==> src/rtl/reading_pkg.sv <==
// reading_pkg: controller states, fail codes, frame field positions and checksum helper
package reading_pkg;

    typedef enum logic [2:0] {
        IDLE,
        RELEASE,
        ARM,
        WAIT_DONE,
        CHECK,
        PUBLISH,
        GAP,
        FAIL
    } state_t;

    localparam logic [1:0] CODE_NONE     = 2'b00;
    localparam logic [1:0] CODE_TIMEOUT  = 2'b01;
    localparam logic [1:0] CODE_ERROR    = 2'b10;
    localparam logic [1:0] CODE_CHECKSUM = 2'b11;

    localparam int HUM_INT_LSB  = 32;
    localparam int HUM_DEC_LSB  = 24;
    localparam int TEMP_INT_LSB = 16;
    localparam int TEMP_DEC_LSB = 8;
    localparam int CSUM_LSB     = 0;

    // checksum byte must equal the mod-256 sum of the four data bytes
    function automatic logic checksum_ok(input logic [39:0] f);
        return f[CSUM_LSB +: 8] == f[HUM_INT_LSB +: 8] + f[HUM_DEC_LSB +: 8]
                                 + f[TEMP_INT_LSB +: 8] + f[TEMP_DEC_LSB +: 8];
    endfunction

endpackage

==> src/rtl/sync2.sv <==
// sync2: two-flop synchronizer for one asynchronous input bit
module sync2 (
    input  logic clock,
    input  logic reset_n,
    input  logic d,
    output logic q
);

    logic meta;

    // shift the input through two flops so the second one settles
    always_ff @(posedge clock or negedge reset_n) begin
        if (!reset_n) {q, meta} <= 2'b00;
        else          {q, meta} <= {meta, d};
    end

endmodule

==> src/rtl/reading_controller.sv <==
// reading_controller: sequences decoder enable, timeouts, retries and checksum validation of sensor frames
// Optional READING_CONTROLLER_STATS_EN adds saturating good_count/bad_count outputs.
module reading_controller
    import reading_pkg::*;
#(
    parameter int CLOCK_HZ         = 50000000,
    parameter int HOLD_CYCLES      = 1000,
    parameter int TIMEOUT_CYCLES   = 5000000,
    parameter int RETRY_GAP_CYCLES = 50000000,
    parameter int MAX_ATTEMPTS     = 3
) (
    input  logic        clock,
    input  logic        reset_n,
    input  logic        request,
    input  logic [39:0] sensor_data,
    input  logic        sensor_error,
    input  logic        sensor_done,
    output logic        sensor_enable,
    output logic [7:0]  humidity_int,
    output logic [7:0]  humidity_dec,
    output logic [7:0]  temperature_int,
    output logic [7:0]  temperature_dec,
    output logic        data_valid,
    output logic        busy,
    output logic        fail,
    output logic [1:0]  fail_code
`ifdef READING_CONTROLLER_STATS_EN
    ,
    output logic [7:0]  good_count,
    output logic [7:0]  bad_count
`endif
);

    if (CLOCK_HZ <= 0 || MAX_ATTEMPTS < 1 || MAX_ATTEMPTS > 7) begin : g_bad_params
        $error("reading_controller: invalid CLOCK_HZ or MAX_ATTEMPTS");
    end

    state_t      state, next_state;
    logic [31:0] count;
    logic [2:0]  attempts;
    logic [39:0] frame;
    logic        done_s, err_s;
    logic        attempt_fail, last_attempt;
    logic [1:0]  cause;

    sync2 u_done_sync (.clock(clock), .reset_n(reset_n), .d(sensor_done),  .q(done_s));
    sync2 u_err_sync  (.clock(clock), .reset_n(reset_n), .d(sensor_error), .q(err_s));

    assign last_attempt = attempts == 3'(MAX_ATTEMPTS - 1);

    // next state, attempt failure detection and its cause
    always_comb begin
        next_state   = state;
        attempt_fail = 1'b0;
        cause        = CODE_NONE;
        case (state)
            IDLE:      next_state = request ? RELEASE : IDLE;
            RELEASE:   next_state = (count == 32'(HOLD_CYCLES - 1)) ? ARM : RELEASE;
            ARM:       next_state = WAIT_DONE;
            WAIT_DONE: begin
                attempt_fail = (done_s && err_s) || (!done_s && count == 32'(TIMEOUT_CYCLES - 1));
                cause        = done_s ? CODE_ERROR : CODE_TIMEOUT;
                next_state   = done_s ? CHECK : WAIT_DONE;
            end
            CHECK: begin
                attempt_fail = !checksum_ok(frame);
                cause        = CODE_CHECKSUM;
                next_state   = PUBLISH;
            end
            PUBLISH:   next_state = IDLE;
            GAP:       next_state = (count == 32'(RETRY_GAP_CYCLES - 1)) ? RELEASE : GAP;
            FAIL:      next_state = IDLE;
            default:   next_state = IDLE;
        endcase
        if (attempt_fail) next_state = last_attempt ? FAIL : GAP;
    end

    // state register, per-state cycle counter and failed-attempt count
    always_ff @(posedge clock or negedge reset_n) begin
        if (!reset_n) begin
            state    <= IDLE;
            count    <= '0;
            attempts <= '0;
        end else begin
            state    <= next_state;
            count    <= (next_state != state || state == IDLE) ? '0 : count + 32'd1;
            attempts <= (state == IDLE) ? '0 : attempts + {2'b00, attempt_fail};
        end
    end

    // capture the frame on the first synchronized done of an attempt
    always_ff @(posedge clock or negedge reset_n) begin
        if (!reset_n) frame <= '0;
        else if (state == WAIT_DONE && done_s) frame <= sensor_data;
    end

    // registered outputs decoded from the upcoming state so they line up with it
    always_ff @(posedge clock or negedge reset_n) begin
        if (!reset_n) begin
            sensor_enable   <= 1'b0;
            busy            <= 1'b0;
            data_valid      <= 1'b0;
            fail            <= 1'b0;
            fail_code       <= CODE_NONE;
            humidity_int    <= '0;
            humidity_dec    <= '0;
            temperature_int <= '0;
            temperature_dec <= '0;
        end else begin
            sensor_enable <= next_state inside {ARM, WAIT_DONE, CHECK, PUBLISH};
            busy          <= !(next_state inside {IDLE, PUBLISH, FAIL});
            data_valid    <= next_state == PUBLISH;
            fail          <= next_state == FAIL;
            if (next_state == FAIL) fail_code <= cause;
            if (next_state == PUBLISH) begin
                humidity_int    <= frame[HUM_INT_LSB +: 8];
                humidity_dec    <= frame[HUM_DEC_LSB +: 8];
                temperature_int <= frame[TEMP_INT_LSB +: 8];
                temperature_dec <= frame[TEMP_DEC_LSB +: 8];
            end
        end
    end

`ifdef READING_CONTROLLER_STATS_EN
    // saturating counts of published readings and failed attempts
    always_ff @(posedge clock or negedge reset_n) begin
        if (!reset_n) begin
            good_count <= '0;
            bad_count  <= '0;
        end else begin
            if (next_state == PUBLISH && good_count != 8'hff) good_count <= good_count + 8'd1;
            if (attempt_fail && bad_count != 8'hff) bad_count <= bad_count + 8'd1;
        end
    end
`endif

endmodule

==> config.mk <==
export PLATFORM = sky130hd
export DESIGN_NAME = reading_controller
export DESIGN_NICKNAME = d
export VERILOG_FILES = /design/src/rtl/reading_pkg.sv /design/src/rtl/sync2.sv /design/src/rtl/reading_controller.sv
export SDC_FILE = /design/constraint.sdc
export NUM_CORES = 1
export LEC_CHECK = 0
export BUFFER_PORTS_ARGS = -buffer_cell sky130_fd_sc_hd__buf_2
export CAP_MARGIN = 20
export CORE_ASPECT_RATIO = 0.75
export CORE_UTILIZATION = 50
export CTS_BUF_LIST = sky130_fd_sc_hd__clkbuf_8 sky130_fd_sc_hd__clkbuf_16
export DETAILED_ROUTE_END_ITERATION = 8
export GPL_TIMING_DRIVEN = 0
export PLACE_DENSITY = 0.71
export SLEW_MARGIN = 20
export SYNTH_ARGS = -nofsm -noshare
export SYNTH_HDL_FRONTEND = slang
export SYNTH_HIERARCHICAL = 1
export SYNTH_SLANG_ARGS = --single-unit
==> constraint.sdc <==
create_clock -name clock -period 10.5 [get_ports clock]
set_input_delay 2.1 -clock clock [delete_from_list [all_inputs] [get_ports clock]]
set_output_delay 2.1 -clock clock [all_outputs]
set_load 0.03 [all_outputs]
; Word-level counts from Yosys, hierarchy flattened
; Index checks and enable logic that the tools add are counted.
[op_classes]
addsub = 5
eq_ne = 18
mux = 12
n_reduce_logical = 13
[op_table]
columns = operator, n
row1 = "adder 32 x 1 -> 32 bit, second input constant", 1
row2 = "equality test 32 x 10 -> 1 bit, second input constant", 1
row3 = "equality test 32 x 23 -> 1 bit, second input constant", 1
row4 = "equality test 32 x 26 -> 1 bit, second input constant", 1
row5 = two-way mux 32 bit, 1
row6 = adder 8 bit, 3
row7 = "equality test 3 bit, second input constant", 7
row8 = one-hot mux 3 bit (7 select lines), 1
row9 = "equality test 3 x 2 -> 1 bit, second input constant", 5
row10 = two-way mux 3 bit, 4
row11 = equality test 8 bit, 1
row12 = zero test 3 bit, 2
row13 = two-way mux 2 bit, 2
row14 = one-hot mux 2 bit (2 select lines), 1
row15 = nonzero test 4 bit, 1
row16 = adder 3 x 1 -> 3 bit, 1
row17 = "equality test 3 x 1 -> 1 bit, second input constant", 1
row18 = logical AND 1 bit, 3
row19 = zero test 1 bit, 3
row20 = != test 3 bit, 1
row21 = nonzero test 3 bit, 1
row22 = logical OR 1 bit, 2
row23 = two-way mux 1 bit, 2
row24 = one-hot mux 1 bit (2 select lines), 1
row25 = OR reduction 2 bit, 1
[word_totals]
register_bits = 120
in_bits = 45
output_inout_bits = 38
elab_cells = 65

; Depth between registers and ports, before layout
[depth]
depth_word = 10
mapped_depth = 16
ltp_nobuf = 16

; Cells and area by module
; Netlist, hierarchy kept.
[by_module_without_submodules]
columns = mod, n_inst, cells_per_inst, area_per_inst_um2, seq_area_each_um2
row1 = reading_controller, 1, 525, 5834.3, 2902.8
row2 = sync2, 2, 2, 50.0, 50.0

; Worst setup path after synthesis
; Ideal clock, no wire load.
[synth_path]
kind = reg-to-reg
startpoint = reg frame[9]
endpoint = reg count[23]
setup_ps = 129
t_arrival_ps = 4151
t_required_ps = 10371
path_slack_ps = 6221
stages_incl_launch_ff = 17
n_path_buf = 1
path_cell_list = dfrtp_1 fa_1 inv_1 fa_1 inv_1 ha_1 fa_1 xor3_1 nor4_1 o2111ai_1 a211oi_2 a21o_4 inv_4 a211oi_4 mux2i_2 buf_6 nor3_2
[synth_via]
elab_chain_len = 8
[synth_lines]
columns = item, line
row1 = "start, declared", reading_controller.sv:41  ; logic [39:0] frame;
row2 = "start signal, assigned", reading_controller.sv:94  ; else if (state == WAIT_DONE && done_s) frame <= sensor_data;
row3 = adder 8 bit, reading_pkg.sv:29  ; + f[TEMP_INT_LSB +: 8] + f[TEMP_DEC_LSB +: 8];
row4 = equality test 8 bit, reading_pkg.sv:28  ; return f[CSUM_LSB +: 8] == f[HUM_INT_LSB +: 8] + f[HUM_DEC_LSB +: 8]
row5 = zero test 1 bit, reading_controller.sv:66  ; attempt_fail = !checksum_ok(frame);
row6 = one-hot mux 1 bit (2 select lines), reading_controller.sv:56  ; case (state)
row7 = two-way mux 3 bit, reading_controller.sv:75  ; if (attempt_fail) next_state = last_attempt ? FAIL : GAP;
row8 = != test 3 bit, reading_controller.sv:86  ; count <= (next_state != state || state == IDLE) ? '0 : count + 32'd1;
row9 = logical OR 1 bit, reading_controller.sv:86
row10 = two-way mux 32 bit, reading_controller.sv:86
row11 = "end signal, assigned", reading_controller.sv:86
row12 = "end, declared", reading_controller.sv:39  ; logic [31:0] count;
; Every way passes these cells.
; A chain may end at the register's enable or synchronous reset.

; Worst setup path after layout
[layout_path]
startpoint = reg frame[9]
endpoint = reg count[26]
; The elaborated chain is that of the path after synthesis.

==> flow_summary_export.csv <==
group,metric,value,unit
run_status,outcome,"completed",
global_routing,gr-total-overflow,0,
routing,drc,0,
logic_synthesis,synthFlopType,"dfrtp_1",
worst_setup_path,start_kind,"flop",
logic_synthesis,synth.distinct_cells,50,
cells_and_area,final_cell_mix,"dfrtp_1 (120), nand2_1 (105), buf_2 (85)",
place,dp.cells,774,
power,power_density,168,nW/µm²
timing,tightestPinTransition,0.805,ns
routing,routed-via-count,4259,
timing,hold_viol,0,
cts,clk-insertion-delay-late,0.41,ns
cells_and_area,syn2layout_area_growth,20.6,%
power,switchingPower,0.000315,W
timing,slew_headroom,45.9,%
timing,clock_skew,0.0136,ns
logic_synthesis,async_flop_share,100,%
timing,rsz0062_at_grt,"no",
place,dp_hpwl,9350,µm
routing,drt-vias-per-instance,5.29,
logic_synthesis,synth.avg_cell_area,11.2,µm²
global_routing,grt_usage,23.7,%
die,coreArea,11600,µm²
worst_setup_path,crit_top_cell,"fa_1",
power,leakage,3.55,nW
global_routing,antenna_found_initial,0,
timing,setup_ws,5.61,ns
logic_synthesis,synth-seq-area-share,50.6,%
cells_and_area,final_nets,700,
routing,dr.pass1.iters,4,
power,power_frac_seq,41.3,%
routing,ant_nets,0,
power,worst_ir_drop_vdd,0.126,mV
timing,holdWs,0.350,ns
timing,slew_violations,0,
cts,cts_tree,"yes",
place,dp_slack,5.74,ns
power,clkPwrFrac,46.1,%
die,die_x,128,µm
logic_synthesis,synth_edf_count,0,
cts,postCtsHoldBufs,0,
worst_setup_path,path_cells,"fa_1 -> inv_1 -> fa_1 -> inv_1 -> ha_1 -> fa_1 -> xor3_1 -> nor4_1 -> o2111ai_1 -> a211oi_2 -> a21o_4 -> inv_4 -> a211oi_4 -> mux2i_2 -> buf_6 -> nor3_2",
routing,wl_per_cell,16.3,µm
worst_setup_path,crit_slowest_cell,"fa_1",
cells_and_area,stdcell_count,805,
cells_and_area,final_common_cell,"dfrtp_1",
logic_synthesis,yosysWarnings,6,
power,swShare,26.2,%
cts,clock_path_buffers,2,
power,power_frac_comb,12.7,%
cells_and_area,final_layout_size_suffix_gt1_share,31.4,%
cts,clkTransAtPathRegs,0.06,ns
die,die_h,96.4,µm
worst_setup_path,arrival,5.16,ns
timing,setup_tns,0,ns
cells_and_area,antenna_cells,0,
die,io_pins,83,
worst_setup_path,cpPeakStageDelay,0.55,ns
timing,post-route-min-period,4.89,ns
global_routing,grt_pass1_vias,4169,
die,start_util,51.3,%
logic_synthesis,syn_inst,529,
cts,h-tree-depth,4,
logic_synthesis,netlist_area,5930,µm²
place,io_buffers,82,
logic_synthesis,synth_nets,598,
cts,cts_setup_buffers,0,
cts,ctsResizeCount,0,
place,place.gp.congestion,0.850,
worst_hold_path,min-delay-path-class,"reg -> reg",
worst_setup_path,cp.required,10.78,ns
worst_setup_path,worstSetupEndpointType,"flop",
routing,drtIter0Drc,299,
die,row_count,34,
cts,numCtsBuffers,17,
global_routing,grt_pass1_wl,21900,µm
routing,drt_wl_total,13100,µm
job,cap_viol_max_count,0,
power,p_int,0.000890,W
cts,cts_num_sinks,120,
die,dieArea,12300,µm²
timing,min_period_over_period,46.5,%
timing,max_freq,0.205,GHz
global_routing,grt_max_degree,62,
worst_setup_path,crit_fanout,10,
worst_setup_path,worstSetupPathType,"reg -> reg",
logic_synthesis,ys_ff_latch,120,
cts,cts_root_buf,"clkbuf_16",
timing,finalSetupViolCount,0,
==> power groups by stage <==
stage / clock network [W] / registers (W) / logic [W]
floorplan: 0 / 0.000500 / 0.000106
detailed placement: 0 / 0.000505 / 0.000149
global placement: 0 / 0.000504 / 0.000144
finish: 0.000555 / 0.000497 / 0.000153
global route: 0.000589 / 0.000500 / 0.000174
CTS: 0.000563 / 0.000497 / 0.000154
==> sequential cells by signal, indices dropped and copies added (netlist names), 2 cells and up <==
signal and cells:
frame 40, count 32, humidity_dec 8, humidity_int 8, temperature_dec 8, temperature_int 8
attempts 3, state 3, fail_code 2
==> through the flow <==
stage	cell area [µm²]	utilization, %	total power [W]
detailed placement	6580	56.9	0.000654
floorplan	5930	-	0.000607
global placement	6550	56.6	0.000648
finish	7150	61.8	0.00120
global route	7150	61.8	0.00126
CTS	7150	61.8	0.00121
==> layout make-up <==
class                           count  area [µm²]
Clock inverter                     12         120
Timing Repair Buffer               83         444
Clock buffer                       19         453
Sequential cell                   120        3000
Buffer                             20         103
Inverter                           17        66.3
Multi-Input combinational cell    372        2760
Tap cell                          162         203
Fill cell                         929        4420
==> synth_stat cells, types with 2 or more instances <==
cell type / count / area (µm²)
o31ai_1: 2 / 15.0
nand4_1: 10 / 62.6
mux2_2: 42 / 473
ha_1: 10 / 125
nand2_1: 105 / 394
o22ai_1: 2 / 12.5
and4_1: 3 / 26.3
nor3_2: 30 / 300
clkbuf_1: 11 / 41.3
dfrtp_1: 120 / 3000
nand3_1: 16 / 80.1
nor3_1: 7 / 35.0
a21o_1: 2 / 15.0
buf_2: 4 / 20.0
and3_1: 9 / 56.3
xor2_1: 17 / 149
nor2_1: 25 / 93.8
inv_1: 15 / 56.3
a21oi_1: 7 / 35.0
buf_1: 2 / 7.51
nor4_1: 7 / 43.8
nor4bb_1: 3 / 30.0
xnor3_1: 2 / 45.0
o21ai_0: 11 / 55.1
nor3b_1: 2 / 15.0
nor2b_1: 3 / 18.8
or3_1: 3 / 18.8
xnor2_1: 22 / 193
buf_6: 3 / 33.8
fa_1: 14 / 280
==> worst max-delay path: cells and delay by family (launching register included) <==
kind	cells	cell delay (ns)
DFF	1	0.41
and+or+nand+nor	2	0.49
adders and majority gates	4	1.68
muxes	1	0.47
buffers and inverters	4	0.42
AOI/OAI and AO/OA	4	0.90
xor gates and xnor gates	1	0.38
==> worst paths after layout <==
path,depth (start not counted),startpoint,slack [ns],end
min reg2reg,0,u_err_sync/meta$_DFF_PN0_,0.35,u_err_sync/q$_DFF_PN0_
min,0,u_err_sync/meta$_DFF_PN0_,0.35,u_err_sync/q$_DFF_PN0_
max,16,frame[9]$_DFFE_PN0P_,5.61,count[26]$_DFF_PN0_
min in group asynchronous,1,reset_n,1.67,count[13]$_DFF_PN0_
max in group asynchronous,2,reset_n,8.14,frame[34]$_DFFE_PN0P_
max reg2reg,16,frame[9]$_DFFE_PN0P_,5.61,count[26]$_DFF_PN0_
==> kinds of logic after synthesis <==
logic type	share of synthesized area, %
flops	50.6
buf+inv	2.85
compound gates	3.63
mux	8.20
simple gates	20.7
fa+ha+maj	6.83
xor+xnor	7.19
==> routing by layer <==
| layer | GRT usage (%) | routed length [µm] |
|---|---|---|
| met5 | 0 | 0 |
| met4 | 6.67 | 67 |
| met3 | 5.78 | 823 |
| met2 | 35.1 | 5880 |
| met1 | 34.8 | 6340 |
(Power assumes the default switching activity.)
